## src/rtl/stopwatch_lap_if.sv

```systemverilog
// rtl/stopwatch_lap_if.sv - button inputs and display/status outputs of the lap stopwatch
//
// Purpose: groups the stopwatch's button inputs and display/status outputs.
// Signals:
//   start_stop, lap, quick          : level inputs (buttons, quick-tick select)
//   seg_c1 .. seg_m10 [6:0]         : digit patterns {g,f,e,d,c,b,a}
//   running, lap_active, ovf        : status flags
// Modports: master drives the inputs, slave is the stopwatch itself.
interface stopwatch_lap_if;
  logic       start_stop;
  logic       lap;
  logic       quick;
  logic [6:0] seg_c1;
  logic [6:0] seg_c10;
  logic [6:0] seg_s1;
  logic [6:0] seg_s10;
  logic [6:0] seg_m1;
  logic [6:0] seg_m10;
  logic       running;
  logic       lap_active;
  logic       ovf;

  modport master (
    output start_stop, lap, quick,
    input  seg_c1, seg_c10, seg_s1, seg_s10, seg_m1, seg_m10,
    input  running, lap_active, ovf
  );

  modport slave (
    input  start_stop, lap, quick,
    output seg_c1, seg_c10, seg_s1, seg_s10, seg_m1, seg_m10,
    output running, lap_active, ovf
  );
endinterface

```

## src/rtl/stopwatch_lap.sv

```systemverilog
// rtl/stopwatch_lap.sv - mm:ss.cc BCD stopwatch with lap hold, clear, quick mode and saturation
//
// Purpose: counts hundredths of a second in BCD up to 99:59.99 under control of
// a four-state FSM (IDLE, RUN, LAP, STOP) and drives six registered 7-seg digits.
// Ports:
//   clk : system clock
//   rst : asynchronous active-low reset
//   sw  : stopwatch_lap_if.slave (buttons in, digits and status out)
module stopwatch_lap #(
  parameter int CLK_HZ         = 50_000_000,
  parameter int TICK_HZ        = 100,
  parameter int QUICK_MULT     = 100,
  parameter bit SEG_ACTIVE_LOW = 1'b1
) (
  input  logic            clk,
  input  logic            rst,
  stopwatch_lap_if.slave  sw
);

  localparam int DIV  = CLK_HZ / TICK_HZ;
  localparam int QDIV = DIV / QUICK_MULT;
  localparam int DW   = (DIV > 1) ? $clog2(DIV) : 1;

  localparam logic [1:0] ST_IDLE = 2'd0;
  localparam logic [1:0] ST_RUN  = 2'd1;
  localparam logic [1:0] ST_LAP  = 2'd2;
  localparam logic [1:0] ST_STOP = 2'd3;

  // Count layout {m10, m1, s10, s1, c10, c1}, one BCD nibble each.
  localparam logic [23:0] CNT_MAX  = 24'h995999;
  localparam logic [6:0]  SEG_ZERO = SEG_ACTIVE_LOW ? 7'b1000000 : 7'b0111111;

  function automatic logic [23:0] bcd_inc(input logic [23:0] c);
    logic [23:0] r;
    logic        carry;
    logic [3:0]  top;
    r     = c;
    carry = 1'b1;
    for (int i = 0; i < 6; i++) begin
      top = (i == 3) ? 4'd5 : 4'd9;
      if (carry) begin
        if (r[i*4 +: 4] == top) begin
          r[i*4 +: 4] = 4'd0;
        end else begin
          r[i*4 +: 4] = r[i*4 +: 4] + 4'd1;
          carry       = 1'b0;
        end
      end
    end
    return r;
  endfunction

  function automatic logic [6:0] seg_dec(input logic [3:0] d);
    logic [6:0] p;
    case (d)
      4'd0:    p = 7'b0111111;
      4'd1:    p = 7'b0000110;
      4'd2:    p = 7'b1011011;
      4'd3:    p = 7'b1001111;
      4'd4:    p = 7'b1100110;
      4'd5:    p = 7'b1101101;
      4'd6:    p = 7'b1111101;
      4'd7:    p = 7'b0000111;
      4'd8:    p = 7'b1111111;
      4'd9:    p = 7'b1101111;
      default: p = 7'b0000000;
    endcase
    return SEG_ACTIVE_LOW ? ~p : p;
  endfunction

  // Bits [1:0] synchronise; bit [2] is the previous synchronised level for edge detection.
  logic [2:0]    ss_sync_q, lap_sync_q;
  logic [1:0]    quick_sync_q;
  logic          ss_p, lap_p;

  logic [1:0]    state_q, state_d;
  logic [DW-1:0] div_q, div_d;
  logic [23:0]   cnt_q, cnt_d;
  logic [23:0]   split_q, split_d;
  logic          ovf_q, ovf_d;
  logic [41:0]   seg_q, seg_d;

  logic          counting, tick, at_max, clear;
  logic [31:0]   div_lim_m1;
  logic [23:0]   disp;

  assign ss_p  = ss_sync_q[1]  & ~ss_sync_q[2];
  assign lap_p = lap_sync_q[1] & ~lap_sync_q[2];

  assign counting   = (state_q == ST_RUN) || (state_q == ST_LAP);
  // >= rather than == so that shrinking the limit mid-run ticks immediately.
  assign div_lim_m1 = quick_sync_q[1] ? 32'(QDIV - 1) : 32'(DIV - 1);
  assign tick       = counting && (32'(div_q) >= div_lim_m1);
  assign at_max     = (cnt_q == CNT_MAX);

  always_comb begin
    state_d = state_q;
    cnt_d   = cnt_q;
    split_d = split_q;
    ovf_d   = ovf_q;
    clear   = 1'b0;

    if (tick) begin
      if (at_max) ovf_d = 1'b1;
      else        cnt_d = bcd_inc(cnt_q);
    end

    // ss_p is checked first in every state, so a simultaneous lap_p is dropped.
    case (state_q)
      ST_IDLE: if (ss_p) state_d = ST_RUN;
      ST_RUN: begin
        if (ss_p) state_d = ST_STOP;
        else if (lap_p) begin
          state_d = ST_LAP;
          split_d = cnt_q;
        end
      end
      ST_LAP: begin
        if (ss_p)       state_d = ST_STOP;
        else if (lap_p) state_d = ST_RUN;
      end
      default: begin
        if (ss_p) begin
          if (!ovf_q) state_d = ST_RUN;
        end else if (lap_p) begin
          state_d = ST_IDLE;
          clear   = 1'b1;
          cnt_d   = '0;
          ovf_d   = 1'b0;
        end
      end
    endcase

    // Saturation overrides any button action taken while counting.
    if (tick && at_max) state_d = ST_STOP;
  end

  always_comb begin
    div_d = div_q;
    if (clear || (state_q == ST_IDLE)) div_d = '0;
    else if (tick)                     div_d = '0;
    else if (counting)                 div_d = div_q + DW'(1);
  end

  assign disp  = (state_q == ST_LAP) ? split_q : cnt_q;
  assign seg_d = {seg_dec(disp[23:20]), seg_dec(disp[19:16]), seg_dec(disp[15:12]),
                  seg_dec(disp[11:8]),  seg_dec(disp[7:4]),   seg_dec(disp[3:0])};

  always_ff @(posedge clk or negedge rst) begin
    if (!rst) begin
      ss_sync_q    <= '0;
      lap_sync_q   <= '0;
      quick_sync_q <= '0;
      state_q      <= ST_IDLE;
      div_q        <= '0;
      cnt_q        <= '0;
      split_q      <= '0;
      ovf_q        <= 1'b0;
      seg_q        <= {6{SEG_ZERO}};
    end else begin
      ss_sync_q    <= {ss_sync_q[1:0],  sw.start_stop};
      lap_sync_q   <= {lap_sync_q[1:0], sw.lap};
      quick_sync_q <= {quick_sync_q[0], sw.quick};
      state_q      <= state_d;
      div_q        <= div_d;
      cnt_q        <= cnt_d;
      split_q      <= split_d;
      ovf_q        <= ovf_d;
      seg_q        <= seg_d;
    end
  end

  assign {sw.seg_m10, sw.seg_m1, sw.seg_s10, sw.seg_s1, sw.seg_c10, sw.seg_c1} = seg_q;
  assign sw.running    = counting;
  assign sw.lap_active = (state_q == ST_LAP);
  assign sw.ovf        = ovf_q;

endmodule

```

## src/flat_wrapper.sv

```systemverilog
// flat-port wrapper written by rule: the top's interface ports become plain ports
module stopwatch_lap_flat 
#(
  parameter int CLK_HZ         = 50_000_000,
  parameter int TICK_HZ        = 100,
  parameter int QUICK_MULT     = 100,
  parameter bit SEG_ACTIVE_LOW = 1'b1
)
  (clk, rst, sw_start_stop, sw_lap, sw_quick, sw_seg_c1, sw_seg_c10, sw_seg_s1, sw_seg_s10, sw_seg_m1, sw_seg_m10, sw_running, sw_lap_active, sw_ovf);
  stopwatch_lap_if sw_i ();
  input  logic clk;
  input  logic rst;
  input wire logic [$bits(sw_i.start_stop)-1:0] sw_start_stop;
  input wire logic [$bits(sw_i.lap)-1:0] sw_lap;
  input wire logic [$bits(sw_i.quick)-1:0] sw_quick;
  output wire logic [$bits(sw_i.seg_c1)-1:0] sw_seg_c1;
  output wire logic [$bits(sw_i.seg_c10)-1:0] sw_seg_c10;
  output wire logic [$bits(sw_i.seg_s1)-1:0] sw_seg_s1;
  output wire logic [$bits(sw_i.seg_s10)-1:0] sw_seg_s10;
  output wire logic [$bits(sw_i.seg_m1)-1:0] sw_seg_m1;
  output wire logic [$bits(sw_i.seg_m10)-1:0] sw_seg_m10;
  output wire logic [$bits(sw_i.running)-1:0] sw_running;
  output wire logic [$bits(sw_i.lap_active)-1:0] sw_lap_active;
  output wire logic [$bits(sw_i.ovf)-1:0] sw_ovf;
  assign sw_i.start_stop = sw_start_stop;
  assign sw_i.lap = sw_lap;
  assign sw_i.quick = sw_quick;
  assign sw_seg_c1 = sw_i.seg_c1;
  assign sw_seg_c10 = sw_i.seg_c10;
  assign sw_seg_s1 = sw_i.seg_s1;
  assign sw_seg_s10 = sw_i.seg_s10;
  assign sw_seg_m1 = sw_i.seg_m1;
  assign sw_seg_m10 = sw_i.seg_m10;
  assign sw_running = sw_i.running;
  assign sw_lap_active = sw_i.lap_active;
  assign sw_ovf = sw_i.ovf;
  stopwatch_lap #(.CLK_HZ(CLK_HZ), .TICK_HZ(TICK_HZ), .QUICK_MULT(QUICK_MULT), .SEG_ACTIVE_LOW(SEG_ACTIVE_LOW)) u_core (.clk(clk), .rst(rst), .sw(sw_i));
endmodule
```

## config.mk

```make
export PLATFORM = sky130hd
export DESIGN_NAME = stopwatch_lap_flat
export DESIGN_NICKNAME = d
export VERILOG_FILES = /design/src/rtl/stopwatch_lap_if.sv /design/src/rtl/stopwatch_lap.sv /design/src/flat_wrapper.sv
export SDC_FILE = /design/constraint.sdc
export NUM_CORES = 1
export LEC_CHECK = 0
export CAP_MARGIN = 20
export CORE_UTILIZATION = 59
export CTS_CLUSTER_SIZE = 16
export DETAILED_ROUTE_END_ITERATION = 7
export PLACE_DENSITY = 0.8
export SYNTH_ARGS = -nofsm -noshare
export SYNTH_HDL_FRONTEND = slang
export SYNTH_SLANG_ARGS = --single-unit
```

## constraint.sdc

```tcl
create_clock -name clk -period 3.06 [get_ports clk]
set_input_delay 0.459 -clock clk [delete_from_list [all_inputs] [get_ports clk]]
set_output_delay 0.459 -clock clk [all_outputs]
set_load 0.02 [all_outputs]
```

==> results of run 1 <==
-- synth_stat cells (3+ instances only) --
library cell	n	area (um2)
o31ai_1	4	30.0
xor2_1	8	70.1
nand3_1	11	55.1
nand2b_1	8	50.1
clkbuf_1	12	45.0
o22ai_1	6	37.5
o21a_1	9	67.6
a2111oi_4	3	82.6
a21o_1	9	67.6
buf_2	4	20.0
nor3b_1	5	37.5
a21oi_1	53	265
or4_1	4	30.0
and3_1	8	50.1
dfstp_2	6	158
xnor2_1	11	96.3
mux2_2	23	259
nor2_1	74	278
a211oi_1	3	22.5
mux2i_1	22	220
or3_1	7	43.8
inv_1	25	93.8
nor3_1	6	30.0
nor2b_1	7	43.8
nand4_1	10	62.6
a22oi_1	6	45.0
ha_1	47	588
o21ai_0	37	185
a31oi_1	6	37.5
dfrtp_1	114	2850
buf_1	3	11.3
nand2_1	46	173
a31o_2	4	35.0
-- final timing paths --
check / endpoint / depth (start not counted)
worst max-delay path: u_core.cnt_q[7]$_DFF_PN0_ / 10
worst min-delay path: u_core.lap_sync_q[1]$_DFF_PN0_ / 0
worst max register to register: u_core.cnt_q[7]$_DFF_PN0_ / 10
worst min register to register: u_core.lap_sync_q[1]$_DFF_PN0_ / 0
max in group asynchronous: u_core.cnt_q[23]$_DFF_PN0_ / 4
min in group asynchronous: u_core.seg_q[1]$_DFF_PN0_ / 2
-- repair_timing --
action	4_1_cts	5_1_grt
endpoints found under the hold margin	26	0
setup endpoints to repair	0	1
gates resized for setup	0	1
hold buffers	1	0
-- routing by layer --
layer,part of all wire [%],up-vias,track usage (%)
met5,0,-,0
met4,1.5,0,9.39
met3,4.5,21,6.02
met2,50,123,43.6
met1,44,2457,32.8
li1,-,2401,-
-- cell families (layout without fill, tap and decap cells) --
family	Yosys count	in the layout	share of synthesized area (%)
buf+inv	45	120	2.74
xor+xnor	19	19	2.56
flops	120	120	46.4
mux	45	45	7.38
compound gates	155	155	15.7
fa+ha+maj	47	47	9.06
simple gates	206	206	16.2
-- power by group through the flow --
stage | Clock [W] | Sequential (W) | Combinational, W
final | 0.00203 | 0.00167 | 0.000713
after CTS | 0.00205 | 0.00167 | 0.000714
after floorplan | 0 | 0.00169 | 0.000494
after global placement | 0 | 0.00169 | 0.000696
after detailed placement | 0 | 0.00170 | 0.000710
after global routing | 0.00213 | 0.00168 | 0.000789
-- cell type report --
class | instances | area [um2]
Clock buffer | 25 | 494
Timing Repair Buffer | 63 | 608
Clock inverter | 7 | 115
Sequential cell | 120 | 3010
Fill cell | 736 | 2700
Multi-Input combinational cell | 472 | 3320
Tap cell | 136 | 170
Inverter | 25 | 93.8
-- worst register-to-register path, stage by stage (launching register included) --
cell,delay [ps]
dfrtp_1,470
inv_1,130
ha_1,380
o21ai_0,120
a21oi_1,240
o41ai_2,130
buf_4,210
and2_1,220
buf_4,180
or4_1,510
a31oi_1,180
-- through the flow --
step | total power (W) | util, % | hold WS (ps) | instance area, um2 | worst slack, ps
after detailed placement | 0.00241 | 68.4 | 344 | 7180 | 241
final | 0.00441 | 74.3 | 349 | 7810 | 219
after CTS | 0.00444 | 74.3 | 351 | 7800 | 243
after global placement | 0.00239 | 68.4 | 334 | 7180 | 351
after floorplan | 0.00218 | - | 163 | 6490 | 356
after global routing | 0.00460 | 74.3 | 363 | 7810 | 64.3
-- registers in the layout (all words and copies together), names as in the netlist --
name / flops
u_core.sw.ovf: 1
u_core.cnt_q: 24
u_core.quick_sync_q: 2
u_core.seg_q: 42
u_core.state_q: 2
u_core.split_q: 24
u_core.div_q: 19
u_core.lap_sync_q: 3
u_core.ss_sync_q: 3
==> key figures, run 1 <==
Worst setup path
  • Crit Path Class: flop to flop
  • Top delay family on crit path: simple AND/OR/NAND/NOR gates
  • Setup slack, reg-to-reg: 220 ps
  • Critical R2R Launch: u_core.state_q[0]$_DFFE_PN0P_
  • Cell Chain, Critical Path: inv_1 > ha_1 > o21ai_0 > a21oi_1 > o41ai_2 > buf_4 > and2_1 > buf_4 > or4_1 > a31oi_1
  • Crit-path max FO: 10
  • CP required: 3510 ps
  • Critical path capture point type: flop
  • CP bufs+invs: 3
  • Startpoint types: flop
  • Most frequent CP cell: buf_4
  • CP max stage delay: 510 ps
  • Crit path from: u_core.state_q[0]$_DFFE_PN0P_
  • Critical path arrival: 3290 ps
  • Slowest cell on the critical path: or4_1

Clock tree
  • Clock Tree Buf Depth: 2
  • Clk Latency, worst-skew pair: 540 ps
  • TritonCTS clock tree: done
  • Clock transition at the registers of the reported paths: 60 ps
  • Number of setup buffers added after CTS: 0
  • H-tree levels: 4
  • Root buffer cell: clkbuf_8
  • CTS Sinks: 120
  • Inserted Clock Buffers: 17

Placed design
  • Placer Congestion: 0.869
  • Post-detail-place hpwl: 9270 um
  • Placed Cells: 815
  • Port bufs: 49

Final layout
  • Most frequent cells in the layout: dfrtp_1, nor2_1, a21oi_1
  • Nets: 751
  • Synth-to-Final Area Change: 20.3%
  • Layout cells sized above 1: 13.1%
  • Most common cell after layout, fill and taps aside: dfrtp_1
  • Antenna diode count: 0
  • Non-Filler Instances: 848

Power and ir drop
  • Switching share of power: 26.7%
  • Maximum vdd drop: 0.544 mV
  • P_sw: 0.00118 W
  • P_int: 0.00323 W
  • Clock power share: 45.9%
  • Leak: 3.61 nW
  • Power per cell area: 565 nW/um2
  • Logic gate share of total power: 16.2%
  • Sequential share of power: 37.9%

Global routing
  • Vias in the first global route: 4939
  • Final global-route overflow total: 0
  • First-pass GRT wire length: 23200 um
  • GRT Total Usage: 26.0%
  • Initial antenna violation count: 0
  • Largest net degree at the start of global routing: 55

STA
  • Setup violators final: 0
  • Hold Vio Cnt, Final: 0
  • Final Slew Violations: 0
  • Worst slew margin: 53.0%
  • Total negative setup slack: 0 ps
  • Final Critical Period: 2840 ps
  • Worst slew pin tran: 686 ps
  • F_max: 352 MHz
  • RSZ-0062 raised after global routing: false
  • Clock Skew: 13.3 ps
  • Final period util: 92.8%

Synth
  • Async SR Flop Fraction: 100%
  • Avg Cell Area, Syn: 10.2 um2
  • Post-Syn Area: 6490 um2
  • Number of flops mapped to enable cells by yosys: 0
  • Syn Nets: 689
  • Synth Flop Type: dfrtp_1
  • Sequential area share after synthesis: 46.4%
  • Syn Inst Count: 637
  • Yosys warns: 0
  • Post-synthesis register bit count: 120
  • Unique masters post-synth: 59

Die
  • Core Box Area: 10500 um2
  • Initial Util: 61.8%
  • Die Footprint: 11400 um2
  • I/O pin count: 50
  • Row cnt: 37
  • Die height: 107 um
  • Die span in x: 107 um

Routing
  • Via count: 5002
  • Drt wl/cell: 15.7 um
  • DRT iter0 DRCs: 260
  • DRC violations left: 0
  • First-pass iteration count of the detailed router: 5
  • Post-DRT Antenna Nets: 0
  • Vias per cell: 5.90
  • Drt total wl: 13300 um

Flow run
  • Max-cap violations: 0

Hold path
  • HP Start: u_core.lap_sync_q[0]$_DFF_PN0_
  • HP Class: flop to flop

Outcome
  • Outcome: complete, no violations
Power figures use the tool's default switching activity.
==> run 2: changes to the inputs <==
CORE_UTILIZATION = 63   (was 59)
PLACE_DENSITY = 0.85   (was 0.8)
SLEW_MARGIN = 20   (was default)
clock period = 3.6 ns   (was 3.06 ns; I/O delays follow)
==> run 2 against run 1 <==
Effect of this change: routed wire length increased by 2.1%; critical path depth decreased by 7; total power decreased by 17%; first-iteration DRC count decreased by 15%; setup slack improved by 270 ps; worst hold slack got worse by 240 ps; design area decreased by 1.4%; clock-buffer cell count decreased by 2; combinational power decreased by 11%; via count about the same; critical endpoint is now sw_lap_active; largest cell class unchanged.
==> key figures, run 2 (synthesis gave the netlist of run 1 again) <==
Outcome
  • Outcome: complete, no violations

Worst setup path
  • CP bufs+invs: 2 (-1)
  • CP max stage delay: 740 ps (+230 ps)
  • Top delay family on crit path: buffers and inverters
  • CP required: 3060 ps (-450 ps)
  • Crit Path Class: flop to output pin
  • Critical path capture point type: output pin
  • Critical path arrival: 2570 ps (-720 ps)
  • Slowest cell on the critical path: clkdlybuf4s50_1
  • Setup slack, reg-to-reg: 740 ps (+520 ps)
  • Critical R2R Launch: u_core.quick_sync_q[1]$_DFF_PN0_
  • Crit-path max FO: 31 (+21)
  • Crit path from: u_core.state_q[0]$_DFFE_PN0P_
  • Startpoint types: flop
  • Cell Chain, Critical Path: inv_1 > ha_2 > clkdlybuf4s50_1

Power and ir drop
  • Leak: 3.56 nW (-1.4%)
  • Logic gate share of total power: 17.4% (+1.2 points)
  • Maximum vdd drop: 0.302 mV (-44%)
  • P_sw: 0.00103 W (-13%)
  • Power per cell area: 474 nW/um2 (-16%)
  • Switching share of power: 28.1% (+1.4 points)
  • P_int: 0.00262 W (-19%)
  • Clock power share: 43.6% (-2.3 points)
  • Sequential share of power: 39.0% (+1.1 points)

Die
  • Die span in x: 103 um (-3.2%)
  • Core Box Area: 9860 um2 (-6.1%)
  • Row cnt: 36 (-2.7%)
  • Die height: 103 um (-3.2%)
  • Die Footprint: 10700 um2 (-6.2%)
  • Initial Util: 65.8% (+4.0 points)
  • I/O pin count: 50 (unchanged)

STA
  • F_max: 322 MHz
  • Final period util: 86.3%
  • RSZ-0062 raised after global routing: false
  • Clock Skew: 9.02 ps (-4.24 ps)
  • Worst slew margin: 48.6% (-4.4 points)
  • Setup violators final: 0 (unchanged)
  • Final Slew Violations: 0 (unchanged)
  • Worst slew pin tran: 772 ps (+85.5 ps)
  • Final Critical Period: 3110 ps
  • Total negative setup slack: 0 ps (unchanged)
  • Hold Vio Cnt, Final: 0 (unchanged)

Placed design
  • Post-detail-place hpwl: 9120 um (-1.6%)
  • Placer Congestion: 0.906 (+4.2%)
  • Placed inst area: 7140 um2 (-0.57%)
  • Placed Cells: 807 (-0.98%)
  • Port bufs: 49 (unchanged)

Clock tree
  • # resized after CTS: 0 (unchanged)
  • H-tree levels: 4 (unchanged)
  • TritonCTS clock tree: done
  • Root buffer cell: clkbuf_8
  • Clock Tree Buf Depth: 2 (unchanged)
  • Clock transition at the registers of the reported paths: 60 ps (about the same)
  • Clk Latency, worst-skew pair: 520 ps (-20 ps)
  • CTS Sinks: 120 (unchanged)
  • Number of setup buffers added after CTS: 0 (unchanged)
  • Hold Buf Count CTS: 0 (-1)
  • Inserted Clock Buffers: 17 (unchanged)

Final layout
  • Nets: 745 (-0.80%)
  • Most common cell after layout, fill and taps aside: dfrtp_1
  • Max reg flops: 42 (unchanged)
  • Synth-to-Final Area Change: 18.6%
  • FF/Latch Area: 3010 um2 (unchanged)
  • Non-Filler Instances: 839 (-1.1%)
  • Post-layout util: 78.1% (+3.7 points)
  • Top flop regs: u_core.seg_q x42, u_core.cnt_q x24, u_core.split_q x24
  • Fin area: 7700 um2 (-1.4%)
  • Antenna diode count: 0 (unchanged)
  • Most frequent cells in the layout: dfrtp_1, nor2_1, a21oi_1
  • Filler cell count: 615 (-16%)
  • Layout cells sized above 1: 12.2% (-0.88 points)
  • Area of the multi-input gates: 3310 um2 (-0.19%)
  • Top reg by flops: u_core.seg_q

Routing
  • Via count: 4998 (-0.080%)
  • Post-DRT Antenna Nets: 0 (unchanged)
  • Vias per cell: 5.96 (+0.99%)
  • DRC violations left: 0 (unchanged)
  • First-pass iteration count of the detailed router: 5 (unchanged)
  • DRT iter0 DRCs: 221 (-15%)
  • Drt total wl: 13600 um (+2.1%)
  • Drt wl/cell: 16.2 um (+3.2%)

Global routing
  • Initial antenna violation count: 0 (unchanged)
  • Largest net degree at the start of global routing: 64 (+16%)
  • Vias in the first global route: 4812 (-2.6%)
  • Final global-route overflow total: 0 (unchanged)
  • GRT Total Usage: 27.4% (+1.5 points)
  • First-pass GRT wire length: 22400 um (-3.7%)

Hold path
  • HP Class: input pin to asynchronous set/reset pin

Flow run
  • Max-cap violations: 0 (unchanged)
[run 2: changes by cell type in the layout (fill, tap and decap cells not counted), sizes merged]
cell / change
bufinv: -1
clkinv: +3
buf: -5
clkbuf: -2
dlygate4sd3: -1
[run 2: cell type report]
cell class / instances / area share [%]
multi-input cells: 472 / 43.0
flip-flops and latches: 120 / 39.1
repair buffers: 57 / 7.28
clock buffers: 23 / 5.93
well taps: 133 / 2.16
clock inverters: 9 / 1.30
inverters: 25 / 1.22
[run 2: path summary, 6_finish.rpt]
check / endpoint / depth (start not counted)
worst max-delay path: sw_lap_active / 3
worst min-delay path: u_core.seg_q[4]$_DFF_PN0_ / 1
worst max register to register: u_core.cnt_q[7]$_DFF_PN0_ / 9
worst min register to register: u_core.quick_sync_q[1]$_DFF_PN0_ / 0
max in group asynchronous: u_core.seg_q[20]$_DFF_PN1_ / 2
min in group clk: u_core.quick_sync_q[1]$_DFF_PN0_ / 0
[run 2: stage by stage]
step	worst slack, ps	hold WS [ps]	power, W
2_1_floorplan	896	244	0.00185
3_3_place_gp	941	333	0.00203
3_5_place_dp	824	337	0.00206
4_1_cts	492	127	0.00366
5_1_grt	379	162	0.00378
6_report	494	112	0.00365
[run 2: per-layer routing]
metal  part of all wire (%)  wire (um)  up-vias  track usage [%]
li1                       -          -     2385                -
met1                     44       5920     2456             34.8
met2                     51       6920      139             45.3
met3                    4.6        625       18             6.59
met4                    1.0        139        0             11.5
met5                      0          0        -                0
[run 2: power groups by stage]
stage	sequential, W	clock, W	combinational, W
after global placement	0.00144	0	0.000593
after CTS	0.00142	0.00160	0.000630
after global routing	0.00143	0.00167	0.000685
final	0.00142	0.00159	0.000637
after floorplan	0.00143	0	0.000420
after detailed placement	0.00144	0	0.000613
[run 2: worst register-to-register path: cells and delay by family (launching register included)]
family                   cells  cell delay [ps]
adder cells (fa/ha/maj)      1              300
buffers and inverters        2              370
AND/OR/NAND/NOR              4             1270
AO/OA/AOI/OAI                2              340
flip-flops                   1              500
==> run 3: changes to the inputs <==
ABC_CLOCK_PERIOD_IN_PS = 3600   (was default)
CTS_CLUSTER_DIAMETER = 120   (was default)
HOLD_SLACK_MARGIN = 0.05   (was default)
==> results of run 3 <==
The final DEF is identical to that of run 2; final timing and power are the same.
